==> src/rtl/fpu_pkg.sv <==
// rtl/fpu_pkg.sv - shared half-precision field widths, constants, flag indices and FSM states
package fpu_pkg;
    localparam int EXP_W  = 5;
    localparam int FRAC_W = 10;
    localparam int SEM_W  = 1 + EXP_W + FRAC_W;

    localparam logic [SEM_W-1:0] CANON_NAN = 16'h7E00;

    localparam int FLAG_W    = 3;
    localparam int FLAG_ZERO = 0;
    localparam int FLAG_OVF  = 1;
    localparam int FLAG_INV  = 2;

    typedef enum logic [1:0] {
        IDLE,
        WAIT,
        HOLD
    } state_t;
endpackage

==> src/rtl/fp16_classify.sv <==
// rtl/fp16_classify.sv - combinational NaN/infinity/zero classification of one half-precision value
module fp16_classify
    import fpu_pkg::*;
(
    input  logic [SEM_W-1:0] sem,
    output logic             is_nan,
    output logic             is_inf,
    output logic             is_zero
);
    logic [EXP_W-1:0]  exp_f;
    logic [FRAC_W-1:0] frac_f;

    assign exp_f   = sem[SEM_W-2 -: EXP_W];
    assign frac_f  = sem[FRAC_W-1:0];
    assign is_nan  = (&exp_f) && (frac_f != '0);
    assign is_inf  = (&exp_f) && (frac_f == '0);
    assign is_zero = (sem[SEM_W-2:0] == '0);
endmodule

==> src/rtl/fpu_issue.sv <==
// rtl/fpu_issue.sv - operand FIFO and issue FSM feeding an external combinational FP16 adder
module fpu_issue
    import fpu_pkg::*;
#(
    parameter int DEPTH  = 4,
    parameter int SETTLE = 1
) (
    input  logic              clk,
    input  logic              rst_n,
    input  logic              in_valid,
    output logic              in_ready,
    input  logic [SEM_W-1:0]  Asem_in,
    input  logic [SEM_W-1:0]  Bsem_in,
    input  logic              op_sub,
    output logic [SEM_W-1:0]  fpu_Asem,
    output logic [SEM_W-1:0]  fpu_Bsem,
    input  logic [SEM_W-1:0]  fpu_Rsem,
    output logic              out_valid,
    input  logic              out_ready,
    output logic [SEM_W-1:0]  Rsem_out,
    output logic [FLAG_W-1:0] flags,
    output logic [15:0]       res_count
);
    localparam int AW = $clog2(DEPTH);
    localparam int CW = (SETTLE > 1) ? $clog2(SETTLE) : 1;

    logic [2*SEM_W-1:0] mem [DEPTH];
    logic [2*SEM_W-1:0] head;
    logic [AW-1:0]      wr_ptr, rd_ptr;
    logic [AW:0]        count;
    logic               empty, push, pop, sample;

    state_t             state_q, state_d;
    logic [CW-1:0]      settle_q;
    logic [SEM_W-1:0]   a_q, b_q, rsem_q;
    logic [FLAG_W-1:0]  flags_q, flags_d;
    logic [SEM_W-1:0]   res_d;

    logic a_nan, a_inf, a_zero, b_nan, b_inf, b_zero;
    logic invalid, both_finite, unused_zero;

    assign empty    = (count == '0);
    assign in_ready = (count != (AW+1)'(DEPTH));
    assign push     = in_valid && in_ready;
    assign head     = mem[rd_ptr];

    // Subtraction is folded into the stored B sign so the FPU only ever adds.
    always_ff @(posedge clk) begin
        if (push) begin
            mem[wr_ptr] <= {Asem_in, Bsem_in[SEM_W-1] ^ op_sub, Bsem_in[SEM_W-2:0]};
        end
    end

    always_ff @(posedge clk or negedge rst_n) begin
        if (!rst_n) begin
            wr_ptr <= '0;
            rd_ptr <= '0;
            count  <= '0;
        end else begin
            if (push) wr_ptr <= wr_ptr + 1'b1;
            if (pop)  rd_ptr <= rd_ptr + 1'b1;
            case ({push, pop})
                2'b10:   count <= count + 1'b1;
                2'b01:   count <= count - 1'b1;
                default: count <= count;
            endcase
        end
    end

    always_ff @(posedge clk or negedge rst_n) begin
        if (!rst_n) state_q <= IDLE;
        else        state_q <= state_d;
    end

    always_comb begin
        state_d = state_q;
        pop     = 1'b0;
        sample  = 1'b0;
        case (state_q)
            IDLE: begin
                if (!empty) begin
                    pop     = 1'b1;
                    state_d = WAIT;
                end
            end
            WAIT: begin
                if (settle_q == '0) begin
                    sample  = 1'b1;
                    state_d = HOLD;
                end
            end
            HOLD: begin
                if (out_ready) begin
                    pop     = !empty;
                    state_d = empty ? IDLE : WAIT;
                end
            end
            default: state_d = IDLE;
        endcase
    end

    fp16_classify u_cls_a (.sem(a_q), .is_nan(a_nan), .is_inf(a_inf), .is_zero(a_zero));
    fp16_classify u_cls_b (.sem(b_q), .is_nan(b_nan), .is_inf(b_inf), .is_zero(b_zero));

    // Operand zeroness does not affect the result; the zero flag looks at the result itself.
    assign unused_zero = a_zero | b_zero;
    assign invalid     = a_nan || b_nan || (a_inf && b_inf && (a_q[SEM_W-1] ^ b_q[SEM_W-1]));
    assign both_finite = !(a_nan || a_inf || b_nan || b_inf);
    assign res_d       = invalid ? CANON_NAN : fpu_Rsem;

    always_comb begin
        flags_d            = '0;
        flags_d[FLAG_INV]  = invalid;
        flags_d[FLAG_OVF]  = both_finite && (&fpu_Rsem[SEM_W-2 -: EXP_W]);
        flags_d[FLAG_ZERO] = (res_d[SEM_W-2:0] == '0);
    end

    always_ff @(posedge clk or negedge rst_n) begin
        if (!rst_n) begin
            settle_q  <= '0;
            a_q       <= '0;
            b_q       <= '0;
            rsem_q    <= '0;
            flags_q   <= '0;
            res_count <= '0;
        end else begin
            if (pop) begin
                {a_q, b_q} <= head;
                settle_q   <= CW'(SETTLE - 1);
            end else if (state_q == WAIT && settle_q != '0) begin
                settle_q <= settle_q - 1'b1;
            end
            if (sample) begin
                rsem_q  <= res_d;
                flags_q <= flags_d;
            end
            if (out_valid && out_ready) res_count <= res_count + 1'b1;
        end
    end

    assign out_valid = (state_q == HOLD);
    assign fpu_Asem  = a_q;
    assign fpu_Bsem  = b_q;
    assign Rsem_out  = rsem_q;
    assign flags     = flags_q;
endmodule

==> config.mk <==
export PLATFORM = sky130hd
export DESIGN_NAME = fpu_issue
export DESIGN_NICKNAME = d
export VERILOG_FILES = /design/src/rtl/fpu_pkg.sv /design/src/rtl/fp16_classify.sv /design/src/rtl/fpu_issue.sv
export SDC_FILE = /design/constraint.sdc
export NUM_CORES = 1
export LEC_CHECK = 0
export ABC_AREA = 1
export CELL_PAD_IN_SITES_DETAIL_PLACEMENT = 1
export CELL_PAD_IN_SITES_GLOBAL_PLACEMENT = 2
export CORE_ASPECT_RATIO = 2
export CORE_MARGIN = 4
export CORE_UTILIZATION = 36
export CTS_CLUSTER_SIZE = 8
export DETAILED_ROUTE_END_ITERATION = 10
export PLACE_DENSITY = 0.82
export SLEW_MARGIN = 10
export SYNTH_ARGS = -nofsm -noshare
export SYNTH_HDL_FRONTEND = slang
export SYNTH_HIERARCHICAL = 1
export SYNTH_SLANG_ARGS = --single-unit
==> constraint.sdc <==
create_clock -name clk -period 3.18 [get_ports clk]
set_input_delay 0.636 -clock clk [delete_from_list [all_inputs] [get_ports clk]]
set_output_delay 0.636 -clock clk [all_outputs]
set_load 0.02 [all_outputs]
==> flow_summary.ini, run 1 <==
[timing]
fin_tns_setup_ns = 0
setup_viol_count_final = 0
max_freq_mhz = 413.8
fin_skew_ns = 0.01108
drv_slew = 0
fin_crit_sh_pct = 76.00
final.setup.worst_slack_ns = 0.7632
finalCriticalPeriod_ns = 2.417
final-hold-violation-count = 0
rsz0062_at_grt = no
max-slew-margin-rel_pct = 32.93
tightest_slew_ns = 1.005
hold_slack_ns = 0.09761

[finish]
fin_cells = 1154
multi_input_area_sq_um = 2226
syn_to_final_growth_pct = 28.32
fill_cells = 2448
regArea_sq_um = 5772
nets = 914
drive_gt1_share_pct = 7.904

[setup_path]
end_kind = output pin
path_class = reg -> out
critPathRequiredTime_ns = 2.54
critPathArrivalTime_ns = 1.78
crit_path_max_fanout = 3
worst_setup_path_start_kind = flop

[placement]
pre_cts_slack_ns = 0.5921
gp_congestion = 0.7759
dp.cells = 1103
hpwl_um = 13900
portBuffers = 121

[global_route]
antenna_found_initial = 1
grt_use_total_pct = 16.80
grt.overflow.total = 0
grt_pass1_wl_um = 33530
grt_max_degree = 67
first_global_vias = 6161

[clock_network]
cts_setup_buffers = 0
htreeDepth = 1
cts.clk_slew.worst_paths_ns = 0.05
cts_buffers = 29
worstSkewPairLatency_ns = 0.53
cts.sinks = 205
cts_tree = built
cts_buffer_depth = 3
cts_root_buffer = clkbuf_16
cts_resized = 0
ctsHoldBuffers = 0

[floorplanning]
dieArea_sq_um = 25670
core_sq_um = 22640
pin_count = 122
dieHeight_um = 222.6
floorplan.initialDensity_pct = 36.62
fp.dieW_um = 115.3
rows = 78

[yosys]
synthesis.nets = 778
avgSynthCellArea_sq_um = 11.55
synth_cells = 718
netlist_area_sq_um = 8292
yosysWarnings = 6

[power]
total_power_mw = 10.60
powerDensity_nw_per_um2 = 996.6
p_leak_nw = 4.092
peakVddDrop_mv = 0.5043

[detailed_routing]
drc_errors = 0
wire_per_inst_um = 18.23
firstDrtPassIters = 4
vias = 5694
vias_per_cell = 4.934
wl_um = 21040
first_iter_violations = 267
ant_nets = 0

[flow_run]
cap_viol_max_count = 0

[worst_hold_path]
hold_path_class = in -> async

[status]
status = finished, final reports clean
[area by class of cell]
| class | instances | area share [%] |
|---|---|---|
| sequential | 205 | 54.25 |
| inverter | 46 | 1.623 |
| timing repair buffer | 133 | 12.32 |
| tap | 280 | 3.293 |
| multi-input combinational | 439 | 20.92 |
| clock buffer | 49 | 7.526 |
| clock inverter | 1 | 0.04704 |
| antenna | 1 | 0.02352 |
[layer usage]
layer	share of wire, %	up-vias	GRT usage [%]
met4	3.4	0	6.444
met3	4.0	43	2.480
met1	36	2806	17.71
li1	-	2717	-
met5	0	-	0
met2	57	128	32.34
[power breakdown]
group          internal [mW]  switching (mW)
registers               3.62           0.414
clock network           1.68            1.08
logic                   1.43            2.37
[registers in the layout, indices dropped and copies added, names as in the netlist]
signal,flops
mem,128
Rsem_out,16
fpu_Asem,16
fpu_Bsem,16
res_count,16
count,3
flags,3
rd_ptr,2
state_q,2
wr_ptr,2
settle_q,1
[cells in the final DEF, fill, tap and decap left out, types with 12 or more instances in the layout]
cell / n
clkdlybuf4s50_1: 120
xor2_1: 13
dfrtp_1: 76
nand3_1: 21
o21ai_0: 63
clkbuf_1: 20
clkbuf_16: 29
inv_1: 41
nand2_1: 61
a31oi_1: 30
nor2_1: 181
edfxtp_1: 128
buf_4: 12
[metrics by stage]
step	utilization (%)	area, sq um
floorplan	-	8292
global placement	43.42	9832
detailed placement	43.42	9832
CTS	46.98	10640
global route	46.99	10640
finish	46.99	10640
[final timing paths]
| path | cells past startpoint | slack, ns | start | endpoint |
|---|---|---|---|---|
| worst max-delay path | 3 | 0.76 | count[0] | in_ready |
| worst min-delay path | 1 | 0.1 | rst_n | Rsem_out[11] |
| worst max register to register | 11 | 1.16 | fpu_Asem[8] | Rsem_out[8] |
| worst min register to register | 2 | 0.47 | Rsem_out[11] | Rsem_out[11] |
| max in group asynchronous | 2 | 2.42 | rst_n | fpu_Asem[7] |
| min in group clk | 2 | 0.47 | Rsem_out[11] | Rsem_out[11] |
[critical path: stages, from the launching register on]
cell and delay, ns:
dfrtp_1 0.38, inv_1 0.09, nand3_1 0.16, clkdlybuf4s50_1 0.63
(Power assumes the default switching activity.)
==> run 2, diff against run 1 <==
CORE_UTILIZATION = 32   (was 36)
PLACE_DENSITY = 0.77   (was 0.82)
clock period = 2 ns   (was 3.18 ns; I/O delays follow)
==> run 2 against run 1 <==
  * First-iteration DRC count down 32%
  * Sequential cell count unchanged
  * Utilization fell by 3.8 points
  * Highest routed layer unchanged
  * Non-clock buffer count up 32
  * Die area grew 12%
  * Cell count grew 8.1%
  * Via count is 1.5% higher
  * Power up 64%
  * Clock skew up 0.0039 ns
  * Wire length rose by 4.6%
  * Final area is 4.2% higher
==> flow_summary.ini, run 2 (same netlist as run 1, synthesis figures left out) <==
[status]
status = finished, final reports clean

[global_route]
grt_max_degree = 67
grt.overflow.total = 0
use_met1_pct = 15.42
antenna_found_initial = 1
first_global_vias = 6441
grt_use_total_pct = 15.68
grtUsageMet3_pct = 2.356
grt_pass1_wl_um = 34800
met2_usage_pct = 31.23
gr-max-usage-layer = met2

[setup_path]
crit_slowest_cell = clkdlybuf4s50_1
worst_setup_path_start_kind = flop
end_kind = output pin
path_cells = clkdlybuf4s50_1
ff2ff_path_depth = 9
path_class = reg -> out
cp_slowest_stage_delay_ns = 0.63
worst_r2r_endpoint = count[2]
critPathRequiredTime_ns = 1.60
reg2reg_slack_ns = 0.18
critPathArrivalTime_ns = 1.54
critPathBufInv = 1
r2r_start = count[1]
crit_path_max_fanout = 3
critical_path.top_delay_family = buffers and inverters

[timing]
tightest_slew_ns = 0.7087
rsz0062_at_grt = yes
fin_crit_sh_pct = 97.01
drv_slew = 0
max_freq_mhz = 515.4
hold_slack_ns = 0.3664
final-hold-violation-count = 0
fin_skew_ns = 0.01496
finalCriticalPeriod_ns = 1.940
max-slew-margin-rel_pct = 52.75
fin_tns_setup_ns = 0
setup_viol_count_final = 0

[power]
peakVddDrop_mv = 0.7948
powerDensity_nw_per_um2 = 1569
p_leak_nw = 4.383

[placement]
hpwl_um = 14770
portBuffers = 121
gp_congestion = 0.7410

[detailed_routing]
vias = 5778
first_iter_violations = 181
wire_per_inst_um = 17.63
drc_errors = 0
firstDrtPassIters = 4
ant_nets = 0
wl_um = 22010
vias_per_cell = 4.630

[clock_network]
cts_root_buffer = clkbuf_16
cts_tree = built
cts_buffer_depth = 3
cts_buffers = 29
worstSkewPairLatency_ns = 0.54
htreeDepth = 1
cts_setup_buffers = 0
cts.clk_slew.worst_paths_ns = 0.05
cts.sinks = 205

[floorplanning]
dieHeight_um = 235.6
fp.dieW_um = 121.8
floorplan.initialDensity_pct = 32.33
dieArea_sq_um = 28710
pin_count = 122
core_sq_um = 25650
rows = 83

[finish]
drive_gt1_share_pct = 12.47
nets = 946
syn_to_final_growth_pct = 33.66
layout.cells.most_common = nor2_1
layout_common_cells = 175 x nor2_1, 128 x edfxtp_1, 83 x clkdlybuf4s50_1
final_util_pct = 43.21
largest-register = mem
largest_register_ff_count = 128

[worst_hold_path]
hold_path_class = in -> async

[flow_run]
cap_viol_max_count = 0
[run 2: worst max-delay path by stage]
stage | cells after the start | to | from
after floorplan | 4 | mem[0][0] | count[0]
after detailed placement | 9 | count[2] | out_ready
after global routing | 14 | flags[0] | fpu_Bsem[9]
final | 1 | fpu_Bsem[10] | fpu_Bsem[10]
after global placement | 9 | count[2] | out_ready
after CTS | 1 | res_count[5] | res_count[5]
[run 2: routing by layer]
metal  vias to the layer above  routed length (um)
met2                       115               12760
met4                         0                 826
met3                        43                 877
met5                         -                   0
li1                       2787                   -
met1                      2833                7545
[run 2: report_power, final]
group	internal [mW]	total, mW	switching, mW
Clock	2.68	4.42	1.74
Combinational	2.58	6.65	4.07
Sequential	5.76	6.32	0.564
Total	11.0	17.4	6.38
[run 2: cell type report]
cell class	count	area, sq um
diodes	2	5.005
clock buffers	50	804.5
clock inverters	1	5.005
fillers	2800	14570
inverters	46	172.7
multi-input cells	439	2256
flip-flops and latches	205	5773
well taps	340	425.4
repair buffers	165	1642
[run 2: through the flow]
stage	power [mW]	cell area, sq um	setup WS (ns)	std cells
6_report	17.39	11080	0.05976	1248
5_1_grt	18.61	11080	-0.002880	1247
4_1_cts	17.74	11050	0.002248	1246
3_5_place_dp	13.37	10260	-0.1817	1194
3_3_place_gp	13.21	10260	-0.2079	1194
2_1_floorplan	10.23	8310	-0.09495	718
[run 2: timing repair]
| item | 4_1_cts | 5_1_grt |
|---|---|---|
| hold buffers | 1 | 0 |
| setup endpoints to repair | 32 | 17 |
| endpoints found under the hold margin | 25 | 0 |
| gates resized for setup | 35 | 15 |
